$ cat src/rtl/alu_issue_ctrl.sv
// alu_issue_ctrl: two-requester round-robin front end for a shared ALU.
// One command is in flight at a time. Codes with the MSB set run twice,
// the second pass carrying the first pass's carry-out as carry-in, to
// build a 128-bit result. A per-pass cycle budget turns a silent ALU
// into an error response instead of a hang.
module alu_issue_ctrl #(
    parameter int LEN_DATA     = 64,
    parameter int LEN_TYPE_ALU = 6,
    parameter int TIMEOUT      = 15
) (
    input  logic                    clk,
    input  logic                    rst_n,

    input  logic                    req_valid0,
    output logic                    req_ready0,
    input  logic [LEN_TYPE_ALU-1:0] req_code0,
    input  logic [LEN_DATA-1:0]     req_a0,
    input  logic [LEN_DATA-1:0]     req_b0,
    input  logic [LEN_DATA-1:0]     req_imm0,
    input  logic                    req_cin0,

    input  logic                    req_valid1,
    output logic                    req_ready1,
    input  logic [LEN_TYPE_ALU-1:0] req_code1,
    input  logic [LEN_DATA-1:0]     req_a1,
    input  logic [LEN_DATA-1:0]     req_b1,
    input  logic [LEN_DATA-1:0]     req_imm1,
    input  logic                    req_cin1,

    output logic                    alu_en,
    output logic [LEN_TYPE_ALU-1:0] alu_code,
    output logic [LEN_DATA-1:0]     alu_a,
    output logic [LEN_DATA-1:0]     alu_b,
    output logic [LEN_DATA-1:0]     alu_imm,
    output logic                    alu_cin,
    input  logic [LEN_DATA-1:0]     alu_result,
    input  logic [LEN_DATA-1:0]     alu_ex_result,
    input  logic                    alu_cout,
    input  logic                    alu_rdy,

    output logic                    rsp_valid,
    input  logic                    rsp_ready,
    output logic                    rsp_id,
    output logic [LEN_DATA-1:0]     rsp_result,
    output logic [LEN_DATA-1:0]     rsp_ex_result,
    output logic                    rsp_cout,
    output logic                    rsp_err
);

    typedef enum logic [2:0] {
        IDLE,
        ISSUE,
        WAIT,
        STEP2,
        RESP
    } state_t;

    state_t     state;
    state_t     next_state;
    logic [3:0] cnt;
    logic       last_grant;
    logic       second_pass;
    logic       grant_any;
    logic       grant_id;
    logic       two_step;
    logic       timed_out;
    logic       handshake;

    assign two_step  = alu_code[LEN_TYPE_ALU-1];
    assign timed_out = (cnt == 4'(TIMEOUT));
    assign handshake = grant_any;
    assign alu_en    = (state == ISSUE) || (state == STEP2);
    assign rsp_valid = (state == RESP);

    // Round-robin grant: offered only in IDLE and never while reset is held.
    always_comb begin
        grant_any = 1'b0;
        grant_id  = 1'b0;
        if (rst_n && state == IDLE) begin
            if (req_valid0 && req_valid1) begin
                grant_any = 1'b1;
                grant_id  = ~last_grant;
            end else if (req_valid0) begin
                grant_any = 1'b1;
                grant_id  = 1'b0;
            end else if (req_valid1) begin
                grant_any = 1'b1;
                grant_id  = 1'b1;
            end
        end
        req_ready0 = grant_any && !grant_id;
        req_ready1 = grant_any && grant_id;
    end

    // Next-state decode; alu_rdy only matters while waiting on a pass.
    always_comb begin
        next_state = state;
        case (state)
            IDLE:  if (handshake) next_state = ISSUE;
            ISSUE: next_state = WAIT;
            WAIT: begin
                if (alu_rdy) begin
                    if (two_step && !second_pass) next_state = STEP2;
                    else                          next_state = RESP;
                end else if (timed_out) begin
                    next_state = RESP;
                end
            end
            STEP2: next_state = WAIT;
            RESP:  if (rsp_ready) next_state = IDLE;
            default: next_state = IDLE;
        endcase
    end

    // State register.
    always_ff @(posedge clk or negedge rst_n) begin
        if (!rst_n) state <= IDLE;
        else        state <= next_state;
    end

    // Command capture, pass bookkeeping, timeout counter and response payload.
    always_ff @(posedge clk or negedge rst_n) begin
        if (!rst_n) begin
            alu_code      <= '0;
            alu_a         <= '0;
            alu_b         <= '0;
            alu_imm       <= '0;
            alu_cin       <= 1'b0;
            rsp_id        <= 1'b0;
            rsp_result    <= '0;
            rsp_ex_result <= '0;
            rsp_cout      <= 1'b0;
            rsp_err       <= 1'b0;
            cnt           <= '0;
            last_grant    <= 1'b1;
            second_pass   <= 1'b0;
        end else begin
            case (state)
                IDLE: begin
                    if (handshake) begin
                        alu_code    <= grant_id ? req_code1 : req_code0;
                        alu_a       <= grant_id ? req_a1    : req_a0;
                        alu_b       <= grant_id ? req_b1    : req_b0;
                        alu_imm     <= grant_id ? req_imm1  : req_imm0;
                        alu_cin     <= grant_id ? req_cin1  : req_cin0;
                        rsp_id      <= grant_id;
                        last_grant  <= grant_id;
                        second_pass <= 1'b0;
                        rsp_err     <= 1'b0;
                    end
                end
                ISSUE, STEP2: begin
                    cnt <= '0;
                end
                WAIT: begin
                    if (alu_rdy) begin
                        if (two_step && !second_pass) begin
                            rsp_result  <= alu_result;
                            alu_cin     <= alu_cout;
                            second_pass <= 1'b1;
                        end else if (second_pass) begin
                            rsp_ex_result <= alu_result;
                            rsp_cout      <= alu_cout;
                            rsp_err       <= 1'b0;
                        end else begin
                            rsp_result    <= alu_result;
                            rsp_ex_result <= alu_ex_result;
                            rsp_cout      <= alu_cout;
                            rsp_err       <= 1'b0;
                        end
                    end else if (timed_out) begin
                        rsp_result    <= '0;
                        rsp_ex_result <= '0;
                        rsp_cout      <= 1'b0;
                        rsp_err       <= 1'b1;
                    end else begin
                        cnt <= cnt + 4'd1;
                    end
                end
                default: ;
            endcase
        end
    end

endmodule

$ cat config.mk
export PLATFORM = sky130hd
export DESIGN_NAME = alu_issue_ctrl
export DESIGN_NICKNAME = d
export VERILOG_FILES = /design/src/rtl/alu_issue_ctrl.sv
export SDC_FILE = /design/constraint.sdc
export NUM_CORES = 1
export LEC_CHECK = 0
export ABC_AREA = 1
export CORE_AREA = 2 2 342 344
export CTS_BUF_LIST = sky130_fd_sc_hd__clkbuf_4
export DETAILED_ROUTE_END_ITERATION = 10
export DIE_AREA = 0 0 344 346
export PLACE_DENSITY = 0.34
export SKIP_LAST_GASP = 1
export SYNTH_ARGS = -nofsm -noshare
export SYNTH_HDL_FRONTEND = slang
export SYNTH_SLANG_ARGS = --single-unit
$ cat constraint.sdc
create_clock -name clk -period 2.6 [get_ports clk]
set_input_delay 0.52 -clock clk [delete_from_list [all_inputs] [get_ports clk]]
set_output_delay 0.52 -clock clk [all_outputs]
set_load 0.01 [all_outputs]
==> run summary, run 1 <==
GRT Total Usage: 15.0%
Buf/Inv on CP: 1
Final Slew Violations: 0
Crit. End Element: output pin
CTS tree: done
initial antenna violation count: 27
IO buf count: 866
final WL: 93000 µm
Tmin final: 2.52 ns
Post-route DRC: 0
clk root buf: clkbuf_4
Starting Density: 13.0%
Leak: 12.6 nW
share of post-route cells with drive strength above 1: 9.22%
Inserted Clock Buffers: 113
Worst R2R Path Depth: 7
Layout Cells excl Fill: 4466
Congestion Overflow GR: 0
R2R Path Start: state[1]
Syn Nets: 2313
Fin. Hold Viols: 0
count of cell types in the netlist: 25
wire per inst: 20.8 µm
startpoint types: flip-flop
Crit Path Max Fanout: 2
unrepaired setup endpoints after global routing: true
via count: 17200
Nets: 3389
Max Clk Rate: 397 MHz
row count: 125
post-synthesis simple-gate area fraction: 21.6%
clk slew on worst S/H paths: 0.06 ns
Worst Setup SP: state[1]
Required @ worst endpoint: 2.08 ns
compound-gate portion of the synthesized area: 15.6%
Clock Sinks: 339
register bit count reported by yosys: 339
critical path cell sequence: nor2_4, nand3_2, nor2_4, buf_12
Clock Skews: 0.0590 ns
CP Capture Point: req_ready1
Synth Area in Adders: 0.0833%
Mapped Cells: 1779
DIE HEIGHT: 346 µm
CP top delay family: simple AND/OR/NAND/NOR gates
status: finished, final reports clean
Final period util: 96.8%
VDD IR max: 392 µV
Worst R2R Setup Slack: 0.20 ns
core area: 0.115 mm²
crit-path max cell delay: 0.40 ns
num ports: 867
syn_area_per_cell: 8.44 µm²
start point of the worst hold path: req_b0[31]
Setup WS post-layout: 0.0823 ns
Hold Crit Class: in -> reg
largest net degree at the start of global routing: 100
drt pass-1 iters: 5
Die X: 344 µm
WP depth: 4
Setup WS pre-CTS: 0.0915 ns
Ys Warns: 0
Worst Tran Pin Value: 0.792 ns
DIE AREA: 0.119 mm²
H-tree Lvls: 3
post-synthesis mux area share: 0%
routed vias/inst: 3.86
first-pass GRT wire length: 130000 µm
vias in the first global route: 18200
routability cong.: 0.872
Post-Place Cells: 4098
clk buf depth: 3
XOR/XNOR share of the synthesized area: 0.0583%
CP arrival: 2.00 ns
Max Cap Violations: 0
reg-to-reg endpoint: alu_b[34]
Post-DRT Antenna Nets: 0
1st-iter DRT viols: 823
insertion delay to the later sink of the worst-skew pair: 0.95 ns
largest family of logic cells by synthesized area: simple AND/OR/NAND/NOR gates
Crit path top cell by count: nor2_4
area of the mapped netlist: 0.0150 mm²
sequential area share after synthesis: 56.5%
Post-DP HPWL: 69400 µm
Relative slew margins: 47.2%
pwr dens: 1030 mW/mm²
count of final setup violators: 0
area delta synth->final: 91.4%
critical path's slowest cell: dfrtp_1
Worst Setup Path Type: reg -> out
-- Yosys cell counts, drive strengths merged --
master	number	share of area [%]
nand4	1	0.14
a21oi	69	2.3
buf	81	2.9
xor2	1	0.058
nand3	74	2.5
ha	1	0.083
o31ai	1	0.050
dfstp	1	0.18
dfrtp	338	56
or2	1	0.042
nand3b	1	0.050
nand2	680	17
inv	82	2.0
a22oi	135	6.7
o21ai	195	6.5
nor2	73	1.9
clkbuf	45	1.1
-- metal layers --
metal,vias up,GRT usage [%],wire length (µm)
met3,166,6.07,9440
li1,8056,-,-
met2,751,25.2,45200
met4,12,6.11,3150
met5,-,0,72
met1,8233,16.7,35200
-- layout make-up --
cell class              instances  area, µm²
clock inverters                15        108
inverters                      82        308
fillers                     12600      86700
diodes                         12       30.0
clock buffers                 175       1310
well taps                    1524       1910
multi-input cells            1232       5650
repair buffers               1087      10900
flip-flops and latches        339       8490
-- cell usage in the layout, fill, tap and decap left out, types with 2 or more instances in the layout --
cell type,count
clkdlybuf4s50_1,785
o21ai_1,30
dlygate4sd3_1,163
clkinv_1,8
inv_6,2
a21oi_1,68
dfrtp_2,6
clkinv_4,3
inv_1,76
clkbuf_4,175
nand3_1,72
diode_2,12
nor2_4,4
dfrtp_1,332
dlygate4sd2_1,75
buf_12,21
o21ai_0,165
buf_2,2
a22oi_1,135
nand3_2,2
nor2_1,68
inv_2,7
buf_4,37
nand2_1,679
-- through the flow --
stage / area, µm² / setup TNS, ns / hold WS (ns) / utilization, % / total power (W)
final: 28700 / 0 / 0.162 / 24.9 / 0.0295
after global routing: 28700 / -0.273 / 0.0475 / 24.9 / 0.0318
after CTS: 28700 / -0.369 / 0.000463 / 24.9 / 0.0301
after detailed placement: 25700 / 0 / 0.397 / 22.3 / 0.0235
after global placement: 25700 / 0 / 0.396 / 22.3 / 0.0235
after floorplan: 15000 / 0 / 0.224 / - / 0.0144
-- worst min-delay path by stage --
stage | end | slack (ns) | cells after the start
floorplan | alu_a[0] | 0.22 | 0
global placement | rsp_id | 0.40 | 1
detailed placement | alu_a[35] | 0.40 | 1
CTS | alu_imm[27] | 0.0005 | 3
global route | alu_b[31] | 0.05 | 3
finish | alu_b[31] | 0.16 | 3
-- power by group --
group / leakage (nW) / total [W] / switching (W) / internal (W)
clock network: 0.858 / 0.00585 / 0.00273 / 0.00311
logic: 7.45 / 0.0142 / 0.00709 / 0.00716
registers: 4.29 / 0.00943 / 0.00161 / 0.00782
-- worst min-delay path, delay by kind of cell --
family,cells,cell delay [ns]
buffers and inverters,1,0.40
and+or+nand+nor,2,0.12
-- flip-flops by register name, indices dropped and copies added, names as in the netlist --
signal and cells:
rsp_id 1, cnt 4, rsp_err 1, second_pass 1, alu_a 64, rsp_ex_result 64
last_grant 1, alu_cin 1, alu_code 6, alu_imm 64, alu_b 64, rsp_result 64
state 3, rsp_cout 1
-- kinds of logic after synthesis --
logic type	Yosys count
flops	339
compound gates	400
fa+ha+maj	1
buf+inv	208
xor+xnor	1
simple gates	830
-- what timing repair did --
item	in CTS	in global routing
pin swaps	2	3
endpoints found under the setup margin	81	34
gates cloned	0	1
buffers inserted	2	0
endpoints found under the hold margin	284	0
resized for setup	93	3
hold buffers	163	0
No activity file was read; power rests on OpenSTA's default activity.
==> run 2, diff against run 1 <==
Settings changed: CORE_AREA 2 2 342 344 to 2 2 341 343, DIE_AREA 0 0 344 346 to 0 0 343 345.
==> run summary, run 2 (same netlist as run 1, synthesis figures left out) <==
Setup WS pre-CTS: -0.126 ns (was 0.0915 ns)
Switching Fraction: 39.4% (was 38.7%)
final WL: 92900 µm (was 93000 µm)
Nets: 3353 (was 3389)
VDD IR max: 345 µV (was 392 µV)
clk buf depth: 3 (unchanged)
first-pass GRT wire length: 131000 µm (was 130000 µm)
combinational share of power: 48.4% (was 48.3%)
Crit Path Max Fanout: 3 (was 2)
Worst Tran Pin Value: 0.963 ns (was 0.792 ns)
Buf/Inv on CP: 2 (was 1)
most frequent cells in the layout: clkdlybuf4s50_1 (795), nand2_1 (679), dfrtp_1 (336), o21ai_0 (165), clkbuf_4 (157) (was clkdlybuf4s50_1 (785), nand2_1 (679), dfrtp_1 (332), clkbuf_4 (175), o21ai_0 (165))
Setup WS post-layout: 0.0521 ns (was 0.0823 ns)
Die X: 343 µm (was 344 µm)
commonest non-fill, non-tap cell in the layout: clkdlybuf4s50_1 (unchanged)
Post-Place Cells: 4092 (was 4098)
Hold EP: alu_b[26] (was alu_b[31])
R2R Path Start: state[1] (unchanged)
Inserted Clock Buffers: 109 (was 113)
unrepaired setup endpoints after global routing: true (unchanged)
Crit. End Element: output pin (unchanged)
Leak: 12.3 nW (was 12.6 nW)
Worst R2R Setup Slack: 0.14 ns (was 0.20 ns)
drt pass-1 iters: 5 (unchanged)
vias in the first global route: 17800 (was 18200)
P_int: 0.0173 W (was 0.0181 W)
crit-path max cell delay: 0.42 ns (was 0.40 ns)
Post-DRT Antenna Nets: 0 (unchanged)
clk root buf: clkbuf_4 (unchanged)
Post-DP HPWL: 70300 µm (was 69400 µm)
Seq pwr share: 32.7% (was 31.9%)
Worst Setup SP: state[1] (unchanged)
Hold Crit Class: in -> reg (unchanged)
Final period util: 98.0% (was 96.8%)
Switching Power: 0.0113 W (was 0.0114 W)
num ports: 867 (unchanged)
Final Slew Violations: 0 (unchanged)
Max Cap Violations: 0 (unchanged)
startpoint types: flip-flop (unchanged)
Relative slew margins: 35.8% (was 47.2%)
Required @ worst endpoint: 2.08 ns (about the same)
start point of the worst hold path: req_b0[26] (was req_b0[31])
hold path cells: 3 (unchanged)
IO buf count: 866 (unchanged)
Worst R2R Path Depth: 10 (was 7)
Clock Skews: 0.0658 ns (was 0.0590 ns)
CTS tree: done (unchanged)
pwr dens: 1010 mW/mm² (was 1030 mW/mm²)
CP top delay family: simple AND/OR/NAND/NOR gates (unchanged)
row count: 125 (unchanged)
post-route cell area: 0.0282 mm² (was 0.0287 mm²)
Layout Cells excl Fill: 4419 (was 4466)
worst hold slack: 0.159 ns (was 0.162 ns)
GRT Total Usage: 15.2% (was 15.0%)
wire per inst: 21.0 µm (was 20.8 µm)
clk slew on worst S/H paths: 0.06 ns (about the same)
Clock Sinks: 339 (unchanged)
Post-route DRC: 0 (unchanged)
Tmin final: 2.55 ns (was 2.52 ns)
reg-to-reg endpoint: alu_b[7] (was alu_b[34])
share of post-route cells with drive strength above 1: 8.46% (was 9.22%)
core area: 0.115 mm² (about the same)
Fin. Hold Viols: 0 (unchanged)
critical path cell sequence: nor2_4, buf_6, nand4_4, nor2_4, buf_6 (was nor2_4, nand3_2, nor2_4, buf_12)
Starting Density: 13.0% (about the same)
DIE HEIGHT: 345 µm (was 346 µm)
insertion delay to the later sink of the worst-skew pair: 0.96 ns (was 0.95 ns)
Max Clk Rate: 392 MHz (was 397 MHz)
clock share of power: 18.9% (was 19.8%)
Placed Area: 0.0255 mm² (was 0.0257 mm²)
fill cell count: 12700 (was 12600)
Congestion Overflow GR: 0 (unchanged)
routed vias/inst: 3.82 (was 3.86)
initial antenna violation count: 29 (was 27)
critical path's slowest cell: dfrtp_1 (unchanged)
1st-iter DRT viols: 807 (was 823)
count of final setup violators: 0 (unchanged)
area delta synth->final: 87.5% (was 91.4%)
Worst Setup Path Type: reg -> out (unchanged)
CP arrival: 2.03 ns (was 2.00 ns)
largest net degree at the start of global routing: 123 (was 100)
H-tree Lvls: 3 (unchanged)
DIE AREA: 0.118 mm² (was 0.119 mm²)
status: finished, final reports clean (unchanged)
via count: 16900 (was 17200)
routability cong.: 0.905 (was 0.872)
run 2: changes by cell type in the layout (fill, tap and decap cells not counted), sizes merged, moves of 2 or more:
cell,change
dlygate4sd3,-28
dlymetal6s2s,+2
clkbuf,-19
clkinv,+3
dlygate4sd2,-12
clkinvlp,+2
buf,-3
clkdlybuf4s50,+10
run 2: layout make-up:
cell class	count	area, µm²	area share [%]
clock inverters	19	85.1	0.302
well taps	1524	1910	6.77
flip-flops and latches	339	8490	30.1
multi-input cells	1232	5650	20.1
inverters	82	310	1.10
diodes	11	27.5	0.0978
repair buffers	1055	10500	37.3
clock buffers	157	1180	4.19
run 2: timing repair:
action | in CTS | in global routing
hold endpoints to repair | 462 | 0
endpoints found under the setup margin | 67 | 11
hold buffers | 135 | 0
gates resized for setup | 82 | 8
buffers inserted | 4 | 1
pin swaps | 3 | 3
run 2: stage by stage:
| step | power, W | utilization [%] | setup TNS, ns |
|---|---|---|---|
| after floorplan | 0.0144 | - | 0 |
| after global placement | 0.0233 | 22.2 | -0.169 |
| after detailed placement | 0.0233 | 22.2 | -0.126 |
| after CTS | 0.0292 | 24.4 | -0.308 |
| after global routing | 0.0307 | 24.5 | -0.325 |
| final | 0.0286 | 24.5 | 0 |
run 2: routing by layer:
layer  part of all wire (%)  track usage (%)  routed length (µm)  up-vias
li1                       -                -                   -     7961
met1                     39             17.5               36600     8098
met2                     49             26.0               45500      672
met3                    9.3             6.27                8680      138
met4                    2.1             3.83                1990       24
met5                   0.18                0                 170        -
run 2: power groups by stage:
stage / Clock, W / Combinational [W] / Sequential (W)
after floorplan: 0 / 0.00409 / 0.0103
after global placement: 0 / 0.0140 / 0.00937
after detailed placement: 0 / 0.0139 / 0.00941
after CTS: 0.00576 / 0.0141 / 0.00938
after global routing: 0.00598 / 0.0151 / 0.00968
final: 0.00540 / 0.0138 / 0.00936
run 2: worst max path at each step:
stage,depth (start not counted),to
2_1_floorplan,5,req_ready0
3_3_place_gp,6,req_ready0
3_5_place_dp,6,req_ready0
4_1_cts,4,req_ready1
5_1_grt,5,req_ready0
6_report,5,req_ready0
run 2: worst min-delay path, delay by kind of cell:
| kind | cells | cell delay [ns] |
|---|---|---|
| buffers and inverters | 1 | 0.42 |
| and+or+nand+nor | 2 | 0.13 |
==> run 3, diff against run 2 <==
Settings changed: CORE_AREA 2 2 341 343 to 2 2 342 344, CTS_CLUSTER_DIAMETER set to 150, DIE_AREA 0 0 343 345 to 0 0 344 346.
==> results of run 3 <==
Final layout, timing and power as in run 1 (identical DEF).
